==> config.mk <==
export PLATFORM = sky130hd
export DESIGN_NAME = limit_sched_ctrl
export DESIGN_NICKNAME = d
export VERILOG_FILES = /design/src/rtl/limit_sched_ctrl.sv
export SDC_FILE = /design/constraint.sdc
export NUM_CORES = 1
export LEC_CHECK = 0
export CAP_MARGIN = 20
export CORE_UTILIZATION = 48
export DETAILED_ROUTE_END_ITERATION = 12
export PLACE_DENSITY = 0.76
export RECOVER_POWER = 50
export SYNTH_ARGS = -nofsm -noshare
export SYNTH_HDL_FRONTEND = slang
export SYNTH_SLANG_ARGS = --single-unit
==> constraint.sdc <==
create_clock -name clk -period 22.2 [get_ports clk]
set_clock_uncertainty 0.15 [all_clocks]
set_input_delay 4.44 -clock clk [delete_from_list [all_inputs] [get_ports clk]]
set_output_delay 4.44 -clock clk [all_outputs]
set_load 0.02 [all_outputs]
==> src/rtl/limit_sched_ctrl.sv <==
// limit_sched_ctrl: shares one 2-clk float limiter core across CHANNELS controller outputs per solver step.
// Optional core watchdog with pass-through on expiry: define LIMIT_SCHED_TIMEOUT_EN.
module limit_sched_ctrl #(
  parameter int          CHANNELS   = 4,
  parameter int          CH_W       = 2,
  parameter logic [31:0] UPPER_INIT = 32'h3f800000,
  parameter logic [31:0] LOWER_INIT = 32'hbf800000,
  parameter int          TIMEOUT    = 8,
  localparam int         DATA_W     = 32
) (
  input  logic                       clk,
  input  logic                       rst,
  input  logic                       sta,
  input  logic [CHANNELS*DATA_W-1:0] x_bus,
  input  logic                       cfg_we,
  input  logic [CH_W-1:0]            cfg_addr,
  input  logic [DATA_W-1:0]          cfg_upper,
  input  logic [DATA_W-1:0]          cfg_lower,
  output logic                       lim_sta,
  output logic [DATA_W-1:0]          lim_x,
  output logic [DATA_W-1:0]          lim_upper,
  output logic [DATA_W-1:0]          lim_lower,
  input  logic [DATA_W-1:0]          lim_y,
  input  logic                       lim_done,
  output logic [CHANNELS*DATA_W-1:0] y_bus,
  output logic                       busy,
  output logic                       done_sig,
  output logic                       err
);

  typedef enum logic [1:0] {IDLE, ISSUE, WAIT, DONE} state_t;

  localparam logic [CH_W-1:0] LAST_CH = CH_W'(CHANNELS - 1);

  state_t                     state;
  logic [CH_W-1:0]            ch;
  logic [CHANNELS*DATA_W-1:0] x_reg;
  logic [DATA_W-1:0]          upper_tab [CHANNELS];
  logic [DATA_W-1:0]          lower_tab [CHANNELS];

  logic [CH_W-1:0]            nxt_ch;
  logic [DATA_W-1:0]          nxt_x;
  logic [DATA_W-1:0]          nxt_upper;
  logic [DATA_W-1:0]          nxt_lower;
  logic                       wd_expire;
  logic                       take_res;
  logic [DATA_W-1:0]          res;

  function automatic logic [DATA_W-1:0] word_of(input logic [CHANNELS*DATA_W-1:0] bus,
                                                input logic [CH_W-1:0]            idx);
    return bus[int'(idx)*DATA_W +: DATA_W];
  endfunction

  always_ff @(posedge clk or posedge rst) begin
    if (rst) begin
      for (int i = 0; i < CHANNELS; i++) begin
        upper_tab[i] <= UPPER_INIT;
        lower_tab[i] <= LOWER_INIT;
      end
    end else if (cfg_we) begin
      upper_tab[cfg_addr] <= cfg_upper;
      lower_tab[cfg_addr] <= cfg_lower;
    end
  end

  // Operands for the channel about to be issued; a table write landing on the same edge is forwarded
  // so the limits seen by the core match the table as of the ISSUE cycle.
  always_comb begin
    nxt_ch    = (state == IDLE) ? '0 : ch + 1'b1;
    nxt_x     = word_of((state == IDLE) ? x_bus : x_reg, nxt_ch);
    nxt_upper = (cfg_we && cfg_addr == nxt_ch) ? cfg_upper : upper_tab[nxt_ch];
    nxt_lower = (cfg_we && cfg_addr == nxt_ch) ? cfg_lower : lower_tab[nxt_ch];
    take_res  = (state == WAIT) && (lim_done || wd_expire);
    res       = lim_done ? lim_y : word_of(x_reg, ch);
  end

`ifdef LIMIT_SCHED_TIMEOUT_EN
  localparam int WD_W = $clog2(TIMEOUT + 1);

  logic [WD_W-1:0] wd_cnt;

  assign wd_expire = (state == WAIT) && !lim_done && (wd_cnt == WD_W'(TIMEOUT - 1));

  always_ff @(posedge clk or posedge rst) begin
    if (rst) begin
      wd_cnt <= '0;
      err    <= 1'b0;
    end else begin
      wd_cnt <= (state == WAIT && !lim_done) ? wd_cnt + 1'b1 : '0;
      if (wd_expire) err <= 1'b1;
    end
  end
`else
  // No watchdog: WAIT holds until the core answers.
  assign wd_expire = (TIMEOUT < 0);
  assign err       = 1'b0;
`endif

  always_ff @(posedge clk or posedge rst) begin
    if (rst) begin
      state     <= IDLE;
      ch        <= '0;
      x_reg     <= '0;
      y_bus     <= '0;
      lim_sta   <= 1'b0;
      lim_x     <= '0;
      lim_upper <= '0;
      lim_lower <= '0;
      busy      <= 1'b0;
      done_sig  <= 1'b0;
    end else begin
      lim_sta  <= 1'b0;
      done_sig <= 1'b0;
      case (state)
        IDLE: begin
          if (sta) begin
            x_reg     <= x_bus;
            ch        <= '0;
            busy      <= 1'b1;
            lim_sta   <= 1'b1;
            lim_x     <= nxt_x;
            lim_upper <= nxt_upper;
            lim_lower <= nxt_lower;
            state     <= ISSUE;
          end
        end
        ISSUE: state <= WAIT;
        WAIT: begin
          if (take_res) begin
            y_bus[int'(ch)*DATA_W +: DATA_W] <= res;
            if (ch == LAST_CH) begin
              done_sig <= 1'b1;
              state    <= DONE;
            end else begin
              ch        <= nxt_ch;
              lim_sta   <= 1'b1;
              lim_x     <= nxt_x;
              lim_upper <= nxt_upper;
              lim_lower <= nxt_lower;
              state     <= ISSUE;
            end
          end
        end
        DONE: begin
          busy  <= 1'b0;
          state <= IDLE;
        end
        default: state <= IDLE;
      endcase
    end
  end

endmodule

==> reports/metrics.yaml, run 1 <==
finalCoreUtilization: 0.621
avgViaCountPerCell: 5.93
crit_path_end_kind: "asynchronous set/reset pin"
grt_pass1_wl_microns: 121000
io_pins: 459
start_util: 0.489
dp_cells: 3191
maxCapViolations: 11
syn_nets: 2349
synth_top_area_frac: 0.513
ir_drop_mv: 0.105
rsz0062_at_grt: "false"
yosysUniqueCellTypes: 43
worstSkewPairLatency_ns: 0.60
postSynthCellCount: 2112
powerDensity_mw_per_mm2: 143
gp_congestion: 0.908
cts_max_level: 3
synthArstFlopShare: 1.00
final_common_cell: "dfrtp_1"
cts_root_buf: "clkbuf_16"
dr.first_iter.drc_count: 1400
antenna_found_initial: 25
min_period_ns: 12.49
crit_fanout: 143
tns_ns: 0
critical_path_buf_inv_count: 5
seq_area_frac_synth: 0.571
slew_viol_final: 665
clkSinkCount: 615
drc: 0
fmax_mhz: 80.0
cts_setup_buffers: 0
clk_pin_slew_worst_paths_ns: 0.06
critPathLaunchType: "input port"
ys_ff_latch: 615
nNetsFinal: 2750
die_w_microns: 240
tightestPinTransition_ns: 6.30
power_leakage_nw: 14.5
final_cells: 3318
cts_tree: "done"
via_count: 19665
setup_viol: 0
grt_max_degree: 144
cpMostUsedCell: "clkbuf_1"
grt_usage: 0.279
synth_ff_type: "dfrtp_1"
finalHoldViolCount: 0
wl_microns: 80300
finalCritPeriodShare: 0.563
crit_path_max_incr_delay_ns: 3.45
drive_gt1_frac: 0.264
required_ns: 22.64
fillerInstances: 4223
violations: "capacitance limit, slew limit"
avgSynthCellArea_sq_um: 12.8
drt.antenna.violating_nets: 0
arrival_ns: 12.93
die_height_microns: 240
dpl.hpwl_microns: 51900
critical_path.cell_chain: "dlygate4sd3_1 -> clkinvlp_2 -> clkbuf_1 -> clkbuf_1 -> buf_4"
portBuffers: 457
cts_hold_buffers: 0
maxSlewHeadroom: -3.23
core_sq_mm: 0.0554
crit_type: "input port to asynchronous set/reset pin"
yosys.area.top_type: "dfrtp_1"
whs_ns: 0.324
rows: 86
drt_first_pass_iters: 6
numCtsBuffers: 66
gr-total-overflow: 0
synth_edf_count: 0
clockBufferDepth: 3
crit_slowest_cell: "clkinvlp_2"
power_w: 0.00493
synth_area_sq_mm: 0.0271
yosys_warnings: 0
dieArea_sq_mm: 0.0574
yosys-top-cells-area: "dfrtp_1, mux2_2, dfstp_2, mux4_2, nand2_1"
outcome: "finished with violations"
cts_resized: 0
wl_per_cell_microns: 24.2
worstHoldPathType: "register to register"
critPathTopFamily: "buffers and inverters"
syn_to_final_growth_pct: 27.1
mostFrequentLayoutCells: "dfrtp_1, mux2_2, clkdlybuf4s50_1"
grt_pass1_vias: 20333
==> worst paths after layout <==
kind                            from            end  slack [ns]  cells past startpoint
max                              rst  upper_tab[98]        9.71                      5
min reg2reg                y_bus[25]      y_bus[25]        0.32                      2
min in group asynchronous        rst     x_reg[123]        6.11                      2
max in group clk            lim_done  lim_lower[22]       12.38                      9
max reg2reg                    ch[0]  lim_upper[28]       16.07                      9
min                        y_bus[25]      y_bus[25]        0.32                      2
==> final cells by class <==
| type | count | area (sq um) | area share |
|---|---|---|---|
| Sequential cell | 615 | 15500 | 0.449 |
| Multi-Input combinational cell | 1330 | 10900 | 0.317 |
| Timing Repair Buffer | 495 | 4860 | 0.141 |
| Clock buffer | 99 | 1980 | 0.0575 |
| Tap cell | 748 | 936 | 0.0272 |
| Clock inverter | 12 | 201 | 0.00585 |
| Antenna cell | 14 | 35.0 | 0.00102 |
| Inverter | 5 | 21.3 | 0.000618 |
==> cells by family (layout without fill, tap and decap cells) <==
kind of cell | after synthesis | in the layout | synth area share
flip-flops | 615 | 615 | 0.571
multiplexers | 546 | 546 | 0.251
AO/OA/AOI/OAI | 450 | 450 | 0.0998
AND/OR/NAND/NOR | 326 | 326 | 0.0488
buffers and inverters | 167 | 611 | 0.0264
adder cells (fa/ha/maj) | 6 | 6 | 0.00277
other | 1 | 15 | 0.000138
XOR/XNOR | 1 | 1 | 0.000324
==> synth_stat cells, drive strengths merged (2+ instances only) <==
library cell and n:
clkbuf 96, a2bb2oi 35, dfrtp 555, o22ai 58, ha 6, o21ai 129, mux4 64, a21oi 129
nand3b 3, nor2 99, a211o 29, nor4b 2, and2 3, and3 2, mux2 414, buf 66
or2 3, inv 5, nor2b 3, nand2b 3, o211ai 35, mux2i 68, dfstp 60, a31oi 32
nand2 200, or4b 2
==> power breakdown <==
part           internal [W]  switching, W  total [W]
Sequential          0.00148      0.000249    0.00173
Clock              0.000673      0.000443    0.00112
Combinational      0.000989       0.00110    0.00209
==> tightest hold or removal path, stage by stage, from the launching register on <==
cell and delay [ns]:
dfrtp_1 0.33, nand2_1 0.04, o21ai_0 0.06
==> routing by layer <==
layer | wire length [microns] | GRT usage | share of wire
met2 | 38800 | 0.450 | 0.48
met5 | 132 | 0 | 0.0016
met4 | 2680 | 0.112 | 0.033
met3 | 5940 | 0.0725 | 0.074
met1 | 32700 | 0.358 | 0.41
==> stage by stage <==
stage	area (sq um)	worst slack, ns
floorplan	27100	0.489
global placement	32200	13.88
detailed placement	32200	13.76
CTS	34400	14.39
global route	34400	7.90
finish	34400	9.71
Power figures use the tool's default switching activity.
==> inputs of run 2 (changes only) <==
==> constraint.sdc (replaced) <==
create_clock -name clk -period 10.05 [get_ports clk]
set_clock_uncertainty 0.15 [all_clocks]
set_input_delay 2.01 -clock clk [delete_from_list [all_inputs] [get_ports clk]]
set_output_delay 2.01 -clock clk [all_outputs]
set_load 0.02 [all_outputs]
==> reports/metrics.yaml, run 2 (synthesis results as in run 1) <==
dp_cells: 3187  # was 3191
multi_input_area_sq_mm: 0.0109  # about the same
syn_to_final_growth_pct: 27.2  # was 27.1%
reg2reg_slack_ns: 3.57  # was 16.07 ns
grt_pass1_vias: 20357  # was 20333
clk_pin_slew_worst_paths_ns: 0.06  # about the same
wl_per_cell_microns: 24.3  # was 24.2 microns
fmax_mhz: 144
gp_congestion: 0.908  # about the same
final_common_cell: "dfrtp_1"  # unchanged
finalCritPeriodShare: 0.691
drt_first_pass_iters: 5  # was 6
via_count: 19641  # was 19665
drt-met1-wl_microns: 32200  # was 32700 microns
grt_max_degree: 186  # was 144
hold_path_startpoint: "y_bus[80]"  # was y_bus[25]
critical_path.cell_chain: "dlygate4sd3_1 -> and2_0 -> buf_4 -> mux2_2"  # was dlygate4sd3_1 -> clkinvlp_2 -> clkbuf_1 -> clkbuf_1 -> buf_4
worstHoldPathType: "register to register"  # unchanged
cts_max_level: 3  # unchanged
whs_ns: 0.327  # was 0.324 ns
maxCapViolations: 12  # was 11
fin_ws_ns: 3.11  # was 9.71 ns
cts_resized: 0  # unchanged
gr-total-overflow: 0  # unchanged
rsz0062_at_grt: "false"  # unchanged
required_ns: 10.38  # was 22.64 ns
wl_microns: 80700  # was 80300 microns
route.met3.wl_microns: 6670  # was 5940 microns
drt.antenna.violating_nets: 0  # unchanged
clkSinkCount: 615  # unchanged
fillerInstances: 4198  # was 4223
wl_met2_microns: 38400  # was 38800 microns
outcome: "finished with violations"  # unchanged
tightestPinTransition_ns: 4.32  # was 6.30 ns
cts_setup_buffers: 0  # unchanged
crit_path_end_kind: "register"  # was asynchronous set/reset pin
powerDensity_mw_per_mm2: 319  # was 143 mW/mm^2
cts_tree: "done"  # unchanged
pre_cts_slack_ns: 4.39  # was 13.76 ns
final_cells: 3316  # was 3318
whs_endpoint: "y_bus[80]"  # was y_bus[25]
dieArea_sq_mm: 0.0574  # unchanged
crit_path_max_incr_delay_ns: 3.09  # was 3.45 ns
avgViaCountPerCell: 5.92  # was 5.93
hold_depth: 2  # unchanged
grt_pass1_wl_microns: 123000  # was 121000 microns
rows: 86  # unchanged
core_sq_mm: 0.0554  # unchanged
worstSkewPairLatency_ns: 0.61  # was 0.60 ns
critPathLaunchType: "input port"  # unchanged
clockBufferDepth: 3  # unchanged
route.top_layer_used: "met5"  # unchanged
nNetsFinal: 2748  # was 2750
die_w_microns: 240  # unchanged
critPathTopFamily: "simple AND/OR/NAND/NOR gates"  # was buffers and inverters
r2r-start: "state[1]"  # was ch[0]
drc: 0  # unchanged
ir_drop_mv: 0.198  # was 0.105 mV
finalHoldViolCount: 0  # unchanged
r2r_cells: 5  # was 9
die_height_microns: 240  # unchanged
mostFrequentLayoutCells: "dfrtp_1, clkdlybuf4s50_1, mux2_2"  # was dfrtp_1, mux2_2, clkdlybuf4s50_1
io_pins: 459  # unchanged
cts_root_buf: "clkbuf_16"  # unchanged
portBuffers: 457  # unchanged
min_period_ns: 6.94
violations: "capacitance limit, slew limit"  # unchanged
crit_fanout: 68  # was 143
regArea_sq_mm: 0.0155  # unchanged
power_leakage_nw: 14.2  # was 14.5 nW
grt_usage: 0.282  # was 0.279
dpl.hpwl_microns: 51600  # was 51900 microns
slew_viol_final: 527  # was 665
start_util: 0.489  # unchanged
setup_viol: 0  # unchanged
drive_gt1_frac: 0.264  # about the same
crit_slowest_cell: "and2_0"  # was clkinvlp_2
dr.first_iter.drc_count: 1361  # was 1400
antenna_found_initial: 18  # was 25
r2r_end: "x_reg[81]"  # was lim_upper[28]
maxSlewHeadroom: -1.88  # was -3.23
cts_hold_buffers: 0  # unchanged
critical_path_buf_inv_count: 2  # was 5
numCtsBuffers: 67  # was 66
arrival_ns: 7.28  # was 12.93 ns
crit_type: "input port to register"  # was input port to asynchronous set/reset pin
[run 2: cell type report]
| class | count | area share |
|---|---|---|
| tap | 748 | 0.0272 |
| timing repair buffer | 492 | 0.141 |
| clock buffer | 104 | 0.0580 |
| antenna | 7 | 0.000509 |
| clock inverter | 15 | 0.00625 |
| inverter | 5 | 0.000654 |
| sequential | 615 | 0.449 |
| multi-input combinational | 1330 | 0.317 |
[run 2: through the flow]
stage	total power, W	util	cell area (sq um)	setup TNS [ns]
finish	0.0110	0.621	34400	0
floorplan	0.00683	-	27100	-252.00
global placement	0.00835	0.581	32200	0
CTS	0.0110	0.621	34400	0
global route	0.0115	0.621	34400	0
detailed placement	0.00851	0.581	32200	0
[run 2: per-layer routing]
layer | track usage | up-vias
li1 | - | 8489
met1 | 0.356 | 10167
met2 | 0.452 | 754
met3 | 0.0818 | 207
met4 | 0.121 | 24
met5 | 0 | -
[run 2: worst max-delay path by stage]
| stage | startpoint | end | slack (ns) | cells after the start |
|---|---|---|---|---|
| floorplan | rst | busy | -0.45 | 1 |
| global route | rst | lower_tab[19] | 2.75 | 3 |
| global placement | lim_done | y_bus[98] | 4.59 | 6 |
| CTS | lim_done | y_bus[54] | 5.03 | 6 |
| detailed placement | lim_done | y_bus[54] | 4.39 | 6 |
| finish | sta | x_reg[81] | 3.11 | 4 |
[run 2: worst min-delay path, delay by kind of cell (launching register included)]
kind               cells  cell delay (ns)
AOI/OAI and AO/OA      1             0.06
DFF                    1             0.33
and+or+nand+nor        1             0.05
[run 2: where the power goes]
part	internal, W	switching [W]
registers	0.00327	0.000536
logic	0.00225	0.00245
clock network	0.00148	0.00101
